### src/rtl/uart_rx_baud.sv
`timescale 1ns/1ps
// uart_rx_baud
// -----------------------------------------------------------------------------
// UART receiver (8N1, LSB first) with its own 16x oversampling baud-tick
// generator. The line is sampled at the centre of each bit: a falling edge
// seen in IDLE starts the frame, the START state waits half a bit (8 ticks),
// and each data bit is then taken 16 ticks after the previous sample.
//
// RX is used directly; the caller supplies a synchroniser if the line is
// asynchronous to CLK.
//
// Ports:
//   CLK      in   system clock, rising edge
//   RESET    in   asynchronous, active-high reset
//   RX       in   serial line, idles high
//   TICK     out  oversample strobe, high for one CLK every M clocks
//   RX_DONE  out  one-CLK pulse in the cycle the stop bit completes
//   DOUT     out  shift register contents; valid from the RX_DONE cycle on
//   STATE    out  receiver state: 0 IDLE, 1 START, 2 DATA, 3 STOP
// -----------------------------------------------------------------------------
module uart_rx_baud #(
    parameter int N       = 8,    // divider width, 2**N >= M
    parameter int M       = 163,  // clocks per tick (16 x baud)
    parameter int DBIT    = 8,    // data bits per frame
    parameter int SB_TICK = 16    // ticks spent in the stop bit
) (
    input  logic       CLK,
    input  logic       RESET,
    input  logic       RX,
    output logic       TICK,
    output logic       RX_DONE,
    output logic [7:0] DOUT,
    output logic [1:0] STATE
);

    typedef enum logic [1:0] {
        ST_IDLE  = 2'd0,
        ST_START = 2'd1,
        ST_DATA  = 2'd2,
        ST_STOP  = 2'd3
    } state_t;

    localparam logic [N-1:0] L_CNT_MAX  = N'(M - 1);
    localparam logic [3:0]   L_S_MID    = 4'd7;   // half a bit into the start bit
    localparam logic [3:0]   L_S_LAST   = 4'd15;  // one full bit later
    localparam logic [3:0]   L_SB_LAST  = 4'(SB_TICK - 1);
    localparam logic [2:0]   L_N_LAST   = 3'(DBIT - 1);

    logic [N-1:0] r_cnt;
    logic         w_tick;

    state_t       r_state;
    logic [3:0]   r_s;      // ticks within the current bit
    logic [2:0]   r_n;      // data bits received so far
    logic [7:0]   r_b;      // shift register, fills from the MSB end
    logic         w_done;

    // Free-running baud divider; never gated by the receiver.
    assign w_tick = (r_cnt == L_CNT_MAX);

    always_ff @(posedge CLK or posedge RESET) begin
        if (RESET) begin
            r_cnt <= '0;
        end else if (w_tick) begin
            r_cnt <= '0;
        end else begin
            r_cnt <= r_cnt + 1'b1;
        end
    end

    // Receiver FSM. IDLE reacts to RX on every clock so the start edge is
    // caught with one-clock resolution; all other states advance on ticks.
    // Neither the start bit nor the stop bit level is re-checked.
    always_ff @(posedge CLK or posedge RESET) begin
        if (RESET) begin
            r_state <= ST_IDLE;
            r_s     <= '0;
            r_n     <= '0;
            r_b     <= '0;
        end else begin
            case (r_state)
                ST_IDLE: begin
                    if (!RX) begin
                        r_state <= ST_START;
                        r_s     <= '0;
                    end
                end
                ST_START: begin
                    if (w_tick) begin
                        if (r_s == L_S_MID) begin
                            r_state <= ST_DATA;
                            r_s     <= '0;
                            r_n     <= '0;
                        end else begin
                            r_s <= r_s + 1'b1;
                        end
                    end
                end
                ST_DATA: begin
                    if (w_tick) begin
                        if (r_s == L_S_LAST) begin
                            r_s <= '0;
                            r_b <= {RX, r_b[7:1]};
                            if (r_n == L_N_LAST) begin
                                r_state <= ST_STOP;
                            end else begin
                                r_n <= r_n + 1'b1;
                            end
                        end else begin
                            r_s <= r_s + 1'b1;
                        end
                    end
                end
                ST_STOP: begin
                    if (w_tick) begin
                        if (r_s == L_SB_LAST) begin
                            r_state <= ST_IDLE;
                        end else begin
                            r_s <= r_s + 1'b1;
                        end
                    end
                end
                default: r_state <= ST_IDLE;
            endcase
        end
    end

    // Done is the exit condition of STOP, so it is high for exactly the
    // clock in which the FSM returns to IDLE.
    assign w_done = (r_state == ST_STOP) && w_tick && (r_s == L_SB_LAST);

    assign TICK    = w_tick;
    assign RX_DONE = w_done;
    assign DOUT    = r_b;
    assign STATE   = r_state;

endmodule

### config.mk
export PLATFORM = sky130hd
export DESIGN_NAME = uart_rx_baud
export DESIGN_NICKNAME = d
export VERILOG_FILES = /design/src/rtl/uart_rx_baud.sv
export SDC_FILE = /design/constraint.sdc
export NUM_CORES = 1
export LEC_CHECK = 0
export CAP_MARGIN = 10
export CORE_MARGIN = 2
export CORE_UTILIZATION = 49
export CTS_CLUSTER_SIZE = 20
export DETAILED_ROUTE_END_ITERATION = 6
export GPL_ROUTABILITY_DRIVEN = 1
export PLACE_DENSITY = 0.74
export SYNTH_ARGS = -nofsm -noshare
export SYNTH_HDL_FRONTEND = slang
export SYNTH_SLANG_ARGS = --single-unit
### constraint.sdc
create_clock -name CLK -period 1.8 [get_ports CLK]
set_input_delay 0.36 -clock CLK [delete_from_list [all_inputs] [get_ports CLK]]
set_output_delay 0.36 -clock CLK [all_outputs]
set_load 0.03 [all_outputs]
==> insert_results.sql, run 1 <==
INSERT INTO impl_metrics (metric_group, metric, value, unit) VALUES
('pwr', 'power.leakage', '0.926', 'nW'),
('floorplanning', 'die_w', '56.3', 'µm'),
('synthesis', 'postSynthRegisterBits', '25', ''),
('run_status', 'run_status', 'finished, violations left', ''),
('critical_path', 'crit_path_cell_trace', 'inv_1, ha_2, and4bb_4, nand4_4, buf_6, nor2_4, buf_6', ''),
('finish', 'most-common-layout-cells', '23 x sky130_fd_sc_hd__dfrtp_1, 18 x sky130_fd_sc_hd__buf_4, 10 x sky130_fd_sc_hd__inv_1, 9 x sky130_fd_sc_hd__mux2_4, 9 x sky130_fd_sc_hd__nor2_1', ''),
('clock_network', 'numCtsBuffers', '3', ''),
('finish', 'syn_to_layout_area_delta', '36.8', '%'),
('timing', 'layout_min_cycle_time', '2.04', 'ns'),
('synthesis', 'avgSynthCellArea', '11.0', 'µm²'),
('synthesis', 'synthesis.instances', '122', ''),
('routing', 'route.final.wire_length', '2930', 'µm'),
('clock_network', 'worst_setup_hold_path_clk_slew', '0.13', 'ns'),
('critical_path', 'critPathMostFrequentCell', 'sky130_fd_sc_hd__buf_6', ''),
('synthesis', 'synth_fp_nets', '135', ''),
('finish', 'nNetsFinal', '173', ''),
('synthesis', 'yosysWarnings', '0', ''),
('timing', 'timing.fmax', '489', 'MHz'),
('clock_network', 'cts_num_sinks', '25', ''),
('worst_hold_path', 'hp-class', 'input port to asynchronous set/reset pin', ''),
('timing', 'worst_slew_pin_slew', '0.363', 'ns'),
('grt', 'grt_pass1_vias', '1106', ''),
('routing', 'postRouteAntennaNets', '0', ''),
('grt', 'grt_max_degree', '19', ''),
('grt', 'antenna_violations_before_repair', '0', ''),
('timing', 'final.setup_skew', '0.00407', 'ns'),
('timing', 'fin_tns_setup', '-2.00', 'ns'),
('floorplanning', 'pin_count', '15', ''),
('critical_path', 'worst-setup-path-type', 'register to output port', ''),
('critical_path', 'timing.critical_path.buf_inv', '3', ''),
('synthesis', 'yosys.cell_types.count', '37', ''),
('grt', 'grt_first_pass_wirelength', '5070', 'µm'),
('timing', 'hold_violations', '0', ''),
('timing', 'timing.final.ws_setup', '-0.245', 'ns'),
('critical_path', 'cpLargestDelayFamily', 'simple AND/OR/NAND/NOR gates', ''),
('routing', 'drc_errors', '0', ''),
('synthesis', 'yosysSeqAreaShare', '0.466', ''),
('finish', 'antennaDiodeCount', '0', ''),
('grt', 'grt_usage', '0.207', ''),
('floorplanning', 'design.die.area', '0.00317', 'mm²'),
('critical_path', 'cp-start-kind', 'register', ''),
('routing', 'vias', '1040', ''),
('critical_path', 'arrival_worst_endpoint', '1.68', 'ns'),
('run_status', 'violations_in_the_final_reports', 'setup timing', ''),
('finish', 'layout-drive-gt1-share', '0.346', ''),
('critical_path', 'cp_data_required_time', '1.44', 'ns'),
('routing', 'drt-pass1-iter-count', '4', ''),
('critical_path', 'critPathCaptureType', 'output port', ''),
('clock_network', 'clock_tree_from_tritoncts', 'yes', ''),
('pwr', 'ir_worst_vdd', '0.458', 'mV'),
('clock_network', 'clockRootBuffer', 'sky130_fd_sc_hd__clkbuf_4', ''),
('floorplanning', 'initial_utilization', '0.527', ''),
('finish', 'post_route_cell_area', '0.00184', 'mm²'),
('floorplanning', 'rows', '18', ''),
('clock_network', 'ctsLongestPathBuffers', '2', ''),
('critical_path', 'cpMaxStageDelayCell', 'sky130_fd_sc_hd__dfrtp_1', ''),
('clock_network', 'htreeDepth', '1', ''),
('clock_network', 'clock_latency', '0.33', 'ns'),
('synthesis', 'synthesis.area', '0.00134', 'mm²'),
('timing', 'fin_crit_sh', '1.14', ''),
('timing', 'report.final.slew_viol_count', '0', ''),
('job', 'max-cap-violations', '0', ''),
('timing', 'worst_hold_slack', '0.274', 'ns'),
('critical_path', 'cpPeakStageDelay', '0.41', 'ns'),
('placement', 'routabilityCongestion', '0.841', ''),
('routing', 'detailedRoute.firstIterationViolations', '26', ''),
('placement', 'pre_cts_slack', '-0.0836', 'ns'),
('placement', 'port_buffers', '14', ''),
('floorplanning', 'die_y', '56.3', 'µm'),
('floorplanning', 'core_area', '0.00254', 'mm²'),
('routing', 'avgViaCountPerCell', '5.50', ''),
('finish', 'layout.cells.most_common', 'sky130_fd_sc_hd__dfrtp_1', ''),
('timing', 'timing.slew.headroom', '0.758', ''),
('critical_path', 'worstPathMaxFanout', '3', ''),
('pwr', 'power_density', '459', 'mW/mm²'),
('grt', 'grt_remaining_overflow', '0', ''),
('timing', 'setup_repair_after_global_routing_missed_its_margin', 'yes', ''),
('placement', 'placement.cell_area', '0.00165', 'mm²'),
('timing', 'setup_viol', '18', ''),
('placement', 'post_detail_place_hpwl', '2150', 'µm'),
('finish', 'utilization', '0.721', ''),
('routing', 'route.detailed.wl_per_inst', '15.5', 'µm');
[worst register-to-register path: cells and delay by family (launching register included)]
family,cells,cell delay (ns)
AO/OA/AOI/OAI,1,0.36
adder cells (fa/ha/maj),1,0.16
buffers and inverters,2,0.20
flip-flops,1,0.41
multiplexers,1,0.34
AND/OR/NAND/NOR,2,0.39
[logic make-up (layout without fill, tap and decap cells)]
logic type | Yosys count | after routing | synth area share
compound gates | 17 | 17 | 0.0933
mux | 12 | 12 | 0.0980
simple gates | 39 | 39 | 0.173
buf+inv | 13 | 50 | 0.0373
xor+xnor | 6 | 6 | 0.0392
fa+ha+maj | 10 | 10 | 0.0933
flops | 25 | 25 | 0.466
[metal layers]
metal | global-route usage | vias to the layer above | wire [µm]
met4 | 0.0884 | 0 | 81
met3 | 0.0276 | 7 | 87
met5 | 0 | - | 0
met2 | 0.371 | 21 | 1520
met1 | 0.246 | 510 | 1240
li1 | - | 502 | -
[sequential cells by signal (all words and copies together), names as in the netlist]
register / count
DOUT: 8
r_cnt: 8
r_s: 4
r_n: 3
STATE: 2
[cell usage after synthesis]
master / instances / share of area
sky130_fd_sc_hd__a311oi_1: 1 / 0.0065
sky130_fd_sc_hd__nor2_4: 1 / 0.0084
sky130_fd_sc_hd__or2_1: 1 / 0.0047
sky130_fd_sc_hd__nand3_1: 7 / 0.026
sky130_fd_sc_hd__a21oi_1: 1 / 0.0037
sky130_fd_sc_hd__nor2_1: 10 / 0.028
sky130_fd_sc_hd__a2111oi_0: 1 / 0.0065
sky130_fd_sc_hd__and2_2: 1 / 0.0056
sky130_fd_sc_hd__ha_1: 10 / 0.093
sky130_fd_sc_hd__and4bb_4: 1 / 0.012
sky130_fd_sc_hd__mux2_1: 9 / 0.076
sky130_fd_sc_hd__o311ai_1: 1 / 0.0065
sky130_fd_sc_hd__xnor2_1: 3 / 0.020
sky130_fd_sc_hd__o211ai_1: 1 / 0.0056
sky130_fd_sc_hd__a211oi_1: 1 / 0.0056
sky130_fd_sc_hd__or3_4: 1 / 0.0084
sky130_fd_sc_hd__nand4_2: 1 / 0.0093
sky130_fd_sc_hd__a31oi_1: 1 / 0.0047
sky130_fd_sc_hd__o22ai_1: 2 / 0.0093
sky130_fd_sc_hd__nor3b_4: 1 / 0.014
sky130_fd_sc_hd__nand4_1: 2 / 0.0093
sky130_fd_sc_hd__a22o_1: 1 / 0.0065
sky130_fd_sc_hd__mux2i_1: 3 / 0.022
sky130_fd_sc_hd__dfrtp_1: 25 / 0.47
sky130_fd_sc_hd__nand2_1: 7 / 0.020
sky130_fd_sc_hd__nor3_1: 1 / 0.0037
sky130_fd_sc_hd__clkbuf_1: 1 / 0.0028
sky130_fd_sc_hd__a221oi_2: 1 / 0.011
sky130_fd_sc_hd__buf_2: 1 / 0.0037
sky130_fd_sc_hd__o21ai_0: 3 / 0.011
sky130_fd_sc_hd__and2_1: 3 / 0.014
sky130_fd_sc_hd__o21ai_1: 1 / 0.0037
sky130_fd_sc_hd__xor2_1: 3 / 0.020
sky130_fd_sc_hd__o31ai_1: 1 / 0.0056
sky130_fd_sc_hd__and3_1: 2 / 0.0093
sky130_fd_sc_hd__o32ai_1: 1 / 0.0065
sky130_fd_sc_hd__inv_1: 11 / 0.031
[area by class of cell]
class                           count  area, µm²
Clock buffer                        3       22.5
Clock inverter                      1       5.00
Fill cell                         174        709
Inverter                           11       41.3
Multi-Input combinational cell     84        759
Sequential cell                    25        628
Tap cell                           30       37.5
Timing Repair Buffer               35        342
[timing repair]
item / in CTS / in global routing
pin swaps: 5 / 2
buffers inserted: 6 / 0
hold buffers: 0 / 0
endpoints found under the setup margin: 16 / 25
gates resized for setup: 25 / 9
[final timing paths]
| kind | endpoint | slack, ns | startpoint | cells past startpoint |
|---|---|---|---|---|
| setup / recovery | RX_DONE | -0.24 | r_cnt[0] | 7 |
| hold / removal | DOUT[0] | 0.27 | RESET | 2 |
| setup reg to reg | STATE[1] | -0.16 | r_cnt[0] | 7 |
| hold reg to reg | r_cnt[6] | 0.51 | r_cnt[6] | 1 |
| max in group asynchronous | STATE[0] | 1.10 | RESET | 3 |
| min in group CLK | r_cnt[6] | 0.51 | r_cnt[6] | 1 |
[metrics by stage]
stage / power (mW) / instances
4_1_cts: 0.841 / 189
2_1_floorplan: 0.581 / 122
3_5_place_dp: 0.594 / 179
6_report: 0.842 / 189
3_3_place_gp: 0.594 / 179
5_1_grt: 0.878 / 189
[where the power goes]
| part | switching [mW] | total, mW | internal (mW) |
|---|---|---|---|
| clock network | 0.175 | 0.259 | 0.0837 |
| logic | 0.0132 | 0.0215 | 0.00831 |
| registers | 0 | 0.562 | 0.562 |
| total | 0.188 | 0.842 | 0.654 |
No activity file was read; power rests on OpenSTA's default activity.
==> run 2: changes to the inputs <==
--- a/config.mk
+++ b/config.mk
@@ -6,6 +6,7 @@
 export NUM_CORES = 1
 export LEC_CHECK = 0
 export CAP_MARGIN = 10
+export CORE_ASPECT_RATIO = 0.7
 export CORE_MARGIN = 2
 export CORE_UTILIZATION = 49
 export CTS_CLUSTER_SIZE = 20
==> run 2 against run 1 <==
The flow still finishes with violations (setup timing). Sequential share of layout area shrank 0.093 points. Design area grew 0.27%. Clock power grew 27%. Critical path type unchanged. Largest cell class unchanged. Register-to-register slack is essentially flat. Highest routed layer unchanged. Clock skew grew 0.0016 ns. Via count grew 3.2%. Worst hold slack gained 0.17 ns. First-iteration DRC count grew 58%.
==> insert_results.sql, run 2 (synthesized netlist as in run 1, its figures left out) <==
INSERT INTO impl_metrics (metric_group, metric, value, unit) VALUES
('pwr', 'ir_worst_vdd', '0.517', 'mV'),
('critical_path', 'crit_path_cell_trace', 'inv_1, ha_1, and4bb_4, nand4_4, nor2_4, buf_6', ''),
('critical_path', 'cp-start-kind', 'register', ''),
('grt', 'grt_remaining_overflow', '0', ''),
('finish', 'antennaDiodeCount', '0', ''),
('pwr', 'power.clock.fraction', '0.363', ''),
('routing', 'postRouteAntennaNets', '0', ''),
('pwr', 'sw_frac_of_total', '0.203', ''),
('pwr', 'power.internal', '0.723', 'mW'),
('pwr', 'power.switching', '0.185', 'mW'),
('timing', 'timing.fmax', '512', 'MHz'),
('pwr', 'power_density', '493', 'mW/mm²'),
('grt', 'grt_max_degree', '26', ''),
('routing', 'route.detailed.wl_per_inst', '14.8', 'µm'),
('timing', 'final.setup_skew', '0.00571', 'ns'),
('clock_network', 'htreeDepth', '1', ''),
('worst_hold_path', 'hp-class', 'input port to asynchronous set/reset pin', ''),
('clock_network', 'worst_setup_hold_path_clk_slew', '0.09', 'ns'),
('finish', 'n_fill_cell', '170', ''),
('grt', 'grt_usage', '0.184', ''),
('finish', 'most-common-layout-cells', '23 x sky130_fd_sc_hd__dfrtp_1, 21 x sky130_fd_sc_hd__buf_4, 11 x sky130_fd_sc_hd__clkdlybuf4s50_1, 9 x sky130_fd_sc_hd__inv_1', ''),
('run_status', 'violations_in_the_final_reports', 'setup timing', ''),
('floorplanning', 'initial_utilization', '0.529', ''),
('floorplanning', 'core_area', '0.00253', 'mm²'),
('critical_path', 'timing.critical_path.buf_inv', '2', ''),
('critical_path', 'reg2reg_depth', '8', ''),
('placement', 'routabilityCongestion', '0.772', ''),
('critical_path', 'critPathCaptureType', 'output port', ''),
('timing', 'layout_min_cycle_time', '1.95', 'ns'),
('timing', 'setup_repair_after_global_routing_missed_its_margin', 'yes', ''),
('floorplanning', 'pin_count', '15', ''),
('pwr', 'power.leakage', '0.829', 'nW'),
('job', 'max-cap-violations', '0', ''),
('timing', 'report.final.slew_viol_count', '0', ''),
('floorplanning', 'die_y', '47.8', 'µm'),
('pwr', 'comb_power_share', '0.019', ''),
('floorplanning', 'rows', '15', ''),
('finish', 'multi_input_comb_area', '761', 'µm²'),
('critical_path', 'path_depth', '6', ''),
('clock_network', 'cts-hold-fix-buffers', '0', ''),
('clock_network', 'clockRootBuffer', 'sky130_fd_sc_hd__clkbuf_8', ''),
('clock_network', 'clock_latency', '0.27', 'ns'),
('critical_path', 'cp_data_required_time', '1.44', 'ns'),
('run_status', 'run_status', 'finished, violations left', ''),
('finish', 'post_route_cell_area', '0.00184', 'mm²'),
('routing', 'vias', '1073', ''),
('clock_network', 'numCtsBuffers', '3', ''),
('clock_network', 'clock_tree_from_tritoncts', 'yes', ''),
('placement', 'placement.cell_area', '0.00162', 'mm²'),
('critical_path', 'cpMaxStageDelayCell', 'sky130_fd_sc_hd__dfrtp_1', ''),
('routing', 'drc_errors', '0', ''),
('finish', 'nNetsFinal', '174', ''),
('critical_path', 'arrival_worst_endpoint', '1.59', 'ns'),
('finish', 'utilization', '0.726', ''),
('finish', 'area.sequential', '628', 'µm²'),
('clock_network', 'cts_num_sinks', '25', ''),
('routing', 'avgViaCountPerCell', '5.53', ''),
('placement', 'post_detail_place_hpwl', '1930', 'µm'),
('timing', 'setup_viol', '17', ''),
('critical_path', 'worst-setup-path-type', 'register to output port', ''),
('timing', 'worst_slew_pin_slew', '0.433', 'ns'),
('clock_network', 'ctsLongestPathBuffers', '2', ''),
('grt', 'grt_pass1_vias', '937', ''),
('critical_path', 'cpPeakStageDelay', '0.40', 'ns'),
('placement', 'port_buffers', '14', ''),
('critical_path', 'worstPathMaxFanout', '5', ''),
('finish', 'syn_to_layout_area_delta', '37.2', '%'),
('routing', 'route.final.wire_length', '2870', 'µm'),
('finish', 'layout.cells.most_common', 'sky130_fd_sc_hd__dfrtp_1', ''),
('floorplanning', 'die_w', '66.5', 'µm'),
('critical_path', 'cpLargestDelayFamily', 'simple AND/OR/NAND/NOR gates', ''),
('floorplanning', 'design.die.area', '0.00318', 'mm²'),
('grt', 'grt_first_pass_wirelength', '4240', 'µm'),
('routing', 'drt-pass1-iter-count', '4', ''),
('timing', 'timing.slew.headroom', '0.710', ''),
('placement', 'pre_cts_slack', '-0.0228', 'ns'),
('pwr', 'seq_power_share', '0.618', ''),
('routing', 'detailedRoute.firstIterationViolations', '41', ''),
('finish', 'layout-drive-gt1-share', '0.338', ''),
('grt', 'antenna_violations_before_repair', '0', ''),
('timing', 'hold_violations', '0', ''),
('timing', 'worst_hold_slack', '0.440', 'ns'),
('timing', 'timing.final.ws_setup', '-0.154', 'ns'),
('timing', 'fin_crit_sh', '1.09', '');
[run 2: changes by cell type in the layout (fill, tap and decap cells not counted), moves of 2 or more]
cell	delta
sky130_fd_sc_hd__and2_4	+2
sky130_fd_sc_hd__buf_4	+3
sky130_fd_sc_hd__clkbuf_4	-3
sky130_fd_sc_hd__clkbuf_8	+3
sky130_fd_sc_hd__clkdlybuf4s50_1	+7
sky130_fd_sc_hd__dlymetal6s2s_1	-6
sky130_fd_sc_hd__mux2_1	+6
sky130_fd_sc_hd__mux2_4	-6
sky130_fd_sc_hd__mux2i_1	-2
sky130_fd_sc_hd__mux2i_2	+2
sky130_fd_sc_hd__o21ai_0	+2
[run 2: metrics by stage]
step	cells	setup TNS [ns]	power (mW)
floorplan	122	-0.176	0.581
global placement	181	0	0.590
detailed placement	181	-0.0617	0.590
CTS	190	-0.581	0.919
global route	194	-2.95	0.948
finish	194	-1.85	0.907
[run 2: worst paths after layout]
path,from,endpoint,slack (ns)
max reg2reg,r_cnt[0],DOUT[6],-0.15
min in group CLK,DOUT[0],DOUT[0],0.50
min,RESET,r_cnt[3],0.44
max in group asynchronous,RESET,STATE[0],1.10
min reg2reg,DOUT[0],DOUT[0],0.50
max,r_cnt[0],RX_DONE,-0.15
[run 2: final cells by class]
type,count,share of cell area
Multi-Input combinational cell,84,0.413
Timing Repair Buffer,36,0.173
Inverter,11,0.0224
Tap cell,34,0.0231
Sequential cell,25,0.341
Clock inverter,1,0.00408
Clock buffer,3,0.0224
[run 2: repair_timing]
| item | in CTS | in global routing |
|---|---|---|
| pin swaps | 4 | 5 |
| setup buffers | 5 | 4 |
| gates resized for setup | 7 | 16 |
| endpoints found under the setup margin | 6 | 17 |
| hold endpoints to repair | 0 | 0 |
[run 2: layer usage]
metal  track usage  up-vias  routed length [µm]
met5             0        -                   0
met4        0.0531        0                  42
met3        0.0518        4                 128
met2         0.304       33                1390
met1         0.244      527                1310
li1              -      509                   -
[run 2: power by group through the flow]
stage | combinational (mW) | clock (mW) | sequential, mW
2_1_floorplan | 0.00841 | 0 | 0.572
3_3_place_gp | 0.0180 | 0 | 0.572
3_5_place_dp | 0.0177 | 0 | 0.572
4_1_cts | 0.0178 | 0.340 | 0.561
5_1_grt | 0.0200 | 0.367 | 0.561
6_report | 0.0171 | 0.329 | 0.561
[run 2: worst register-to-register path: cells and delay by family (launching register included)]
family	cells	cell delay, ns
adder cells (fa/ha/maj)	1	0.17
buffers and inverters	3	0.40
flip-flops	1	0.40
multiplexers	1	0.32
AND/OR/NAND/NOR	3	0.54
==> run 3: changes to the inputs <==
--- a/config.mk
+++ b/config.mk
@@ -8,11 +8,12 @@
 export CAP_MARGIN = 10
 export CORE_ASPECT_RATIO = 0.7
 export CORE_MARGIN = 2
-export CORE_UTILIZATION = 49
+export CORE_UTILIZATION = 55
 export CTS_CLUSTER_SIZE = 20
 export DETAILED_ROUTE_END_ITERATION = 6
+export DONT_BUFFER_PORTS = 1
 export GPL_ROUTABILITY_DRIVEN = 1
-export PLACE_DENSITY = 0.74
+export PLACE_DENSITY = 0.73
 export SYNTH_ARGS = -nofsm -noshare
 export SYNTH_HDL_FRONTEND = slang
 export SYNTH_SLANG_ARGS = --single-unit
==> run 3 against run 2 <==
The flow still finishes with violations (setup timing). Sequential share of layout area up 2.5 points. Largest cell class unchanged. Critical path type unchanged. Sequential power about the same. Via count down 5.6%.
==> insert_results.sql, run 3 (synthesized netlist as in run 1, its figures left out) <==
INSERT INTO impl_metrics (metric_group, metric, value, unit) VALUES
('floorplanning', 'core_area', '0.00222', 'mm²'),
('pwr', 'power_after_layout', '0.826', 'mW'),
('clock_network', 'cts_num_sinks', '25', ''),
('timing', 'timing.final.ws_setup', '-0.208', 'ns'),
('routing', 'vias', '1013', ''),
('placement', 'port_buffers', '0', ''),
('floorplanning', 'die_y', '45.3', 'µm'),
('clock_network', 'numCtsBuffers', '3', ''),
('routing', 'avgViaCountPerCell', '5.60', ''),
('floorplanning', 'design.die.area', '0.00286', 'mm²'),
('timing', 'fin_crit_sh', '1.12', ''),
('timing', 'timing.slew.headroom', '0.717', ''),
('finish', 'most-common-layout-cells', '23 x sky130_fd_sc_hd__dfrtp_1, 21 x sky130_fd_sc_hd__buf_4, 10 x sky130_fd_sc_hd__inv_1, 9 x sky130_fd_sc_hd__nor2_1, 8 x sky130_fd_sc_hd__mux2_4', ''),
('job', 'max-cap-violations', '0', ''),
('pwr', 'ir_worst_vdd', '0.458', 'mV'),
('finish', 'nNetsFinal', '163', ''),
('clock_network', 'clockRootBuffer', 'sky130_fd_sc_hd__clkbuf_4', ''),
('pwr', 'power_density', '481', 'mW/mm²'),
('finish', 'layout-drive-gt1-share', '0.369', ''),
('critical_path', 'startpoint_of_the_most_critical_setup_path', 'r_cnt[4]', ''),
('routing', 'route.final.wire_length', '3230', 'µm'),
('clock_network', 'clock_latency', '0.32', 'ns'),
('floorplanning', 'rows', '14', ''),
('critical_path', 'worstPathMaxFanout', '5', ''),
('clock_network', 'worst_setup_hold_path_clk_slew', '0.13', 'ns'),
('critical_path', 'arrival_worst_endpoint', '1.65', 'ns'),
('timing', 'report.final.slew_viol_count', '0', ''),
('clock_network', 'ctsLongestPathBuffers', '2', ''),
('critical_path', 'timing.reg2reg.setup_slack', '-0.17', 'ns'),
('grt', 'grt_usage', '0.241', ''),
('placement', 'routabilityCongestion', '0.850', ''),
('routing', 'drc_errors', '0', ''),
('critical_path', 'worst-setup-path-type', 'register to output port', ''),
('finish', 'syn_to_layout_area_delta', '28.0', '%'),
('grt', 'antenna_violations_before_repair', '0', ''),
('grt', 'global_route_met1_usage', '0.305', ''),
('placement', 'post_detail_place_hpwl', '1900', 'µm'),
('worst_hold_path', 'hp-class', 'input port to register', ''),
('finish', 'n_fill_cell', '142', ''),
('critical_path', 'r2r_end', 'STATE[1]', ''),
('timing', 'worst_hold_slack', '0.181', 'ns'),
('routing', 'postRouteAntennaNets', '0', ''),
('run_status', 'run_status', 'finished, violations left', ''),
('timing', 'setup_repair_after_global_routing_missed_its_margin', 'yes', ''),
('run_status', 'violations_in_the_final_reports', 'setup timing', ''),
('routing', 'drt-pass1-iter-count', '4', ''),
('clock_network', 'clock_tree_from_tritoncts', 'yes', ''),
('grt', 'grtUsageMet3', '0.0623', ''),
('timing', 'worst_slew_pin_slew', '0.424', 'ns'),
('clock_network', 'htreeDepth', '1', ''),
('floorplanning', 'pin_count', '15', ''),
('timing', 'timing.fmax', '498', 'MHz'),
('timing', 'hold_violations', '0', ''),
('grt', 'grt_first_pass_wirelength', '5130', 'µm'),
('finish', 'utilization', '0.772', ''),
('routing', 'route.detailed.wl_per_inst', '17.8', 'µm'),
('critical_path', 'critPathCaptureType', 'output port', ''),
('timing', 'setup_viol', '18', ''),
('grt', 'met2_usage', '0.396', ''),
('grt', 'grt_pass1_vias', '1087', ''),
('critical_path', 'crit_end', 'RX_DONE', ''),
('timing', 'layout_min_cycle_time', '2.01', 'ns'),
('critical_path', 'cp_data_required_time', '1.44', 'ns'),
('critical_path', 'worstReg2RegStart', 'STATE[1]', ''),
('floorplanning', 'initial_utilization', '0.603', ''),
('grt', 'global_route.peak_usage_layer', 'met2', ''),
('critical_path', 'reg2reg_depth', '6', ''),
('timing', 'final.setup_skew', '0.00266', 'ns'),
('finish', 'layout.cells.most_common', 'sky130_fd_sc_hd__dfrtp_1', ''),
('pwr', 'power.leakage', '0.768', 'nW'),
('grt', 'grt_remaining_overflow', '0', ''),
('critical_path', 'cp-start-kind', 'register', ''),
('routing', 'detailedRoute.firstIterationViolations', '50', ''),
('finish', 'antennaDiodeCount', '0', ''),
('floorplanning', 'die_w', '63.0', 'µm'),
('grt', 'grt_max_degree', '16', '');
run 3: stage by stage:
step / setup slack, ns / cells / instance area [µm²] / setup TNS [ns]
6_report: -0.208 / 181 / 1720 / -1.66
5_1_grt: -0.280 / 181 / 1720 / -2.90
4_1_cts: -0.191 / 179 / 1670 / -0.983
3_5_place_dp: -0.0858 / 170 / 1520 / -0.105
3_3_place_gp: -0.0506 / 170 / 1520 / -0.0506
2_1_floorplan: -0.147 / 122 / 1360 / -0.176
run 3: how the worst min path moves through the flow:
stage	from	to	slack (ns)	cells after the start
2_1_floorplan	RESET	DOUT[0]	0.39	1
3_3_place_gp	RESET	DOUT[0]	0.25	1
3_5_place_dp	RESET	DOUT[0]	0.25	1
4_1_cts	RX	DOUT[7]	0.17	1
5_1_grt	RX	DOUT[7]	0.16	1
6_report	RX	DOUT[7]	0.18	1
run 3: layout make-up:
class	instances	area, µm²	share of cell area
inverter	11	41.3	0.0241
timing repair buffer	25	210	0.122
tap	32	40.0	0.0233
multi-input combinational	84	771	0.449
clock buffer	4	26.3	0.0153
sequential	25	628	0.366
run 3: layer usage:
metal	routed length, µm	share of wire
met1	1430	0.44
met2	1580	0.49
met3	165	0.051
met4	46	0.014
met5	0	0
run 3: power breakdown:
part	internal (mW)	switching, mW	total (mW)
sequential	0.562	0	0.562
combinational	0.00309	0.0112	0.0143
clock	0.0868	0.163	0.250
run 3: repair_timing:
item,CTS,global route
setup endpoints to repair,13,19
buffers inserted,4,2
pin swaps,3,5
endpoints found under the hold margin,10,0
resized for setup,18,7
hold buffers,1,0
run 3: worst max-delay path: stages, from the launching register on:
cell and delay [ns]:
sky130_fd_sc_hd__dfrtp_1 0.43, sky130_fd_sc_hd__nor3b_4 0.38, sky130_fd_sc_hd__nand4_4 0.15, sky130_fd_sc_hd__buf_6 0.15
sky130_fd_sc_hd__nor2_4 0.08, sky130_fd_sc_hd__buf_6 0.13
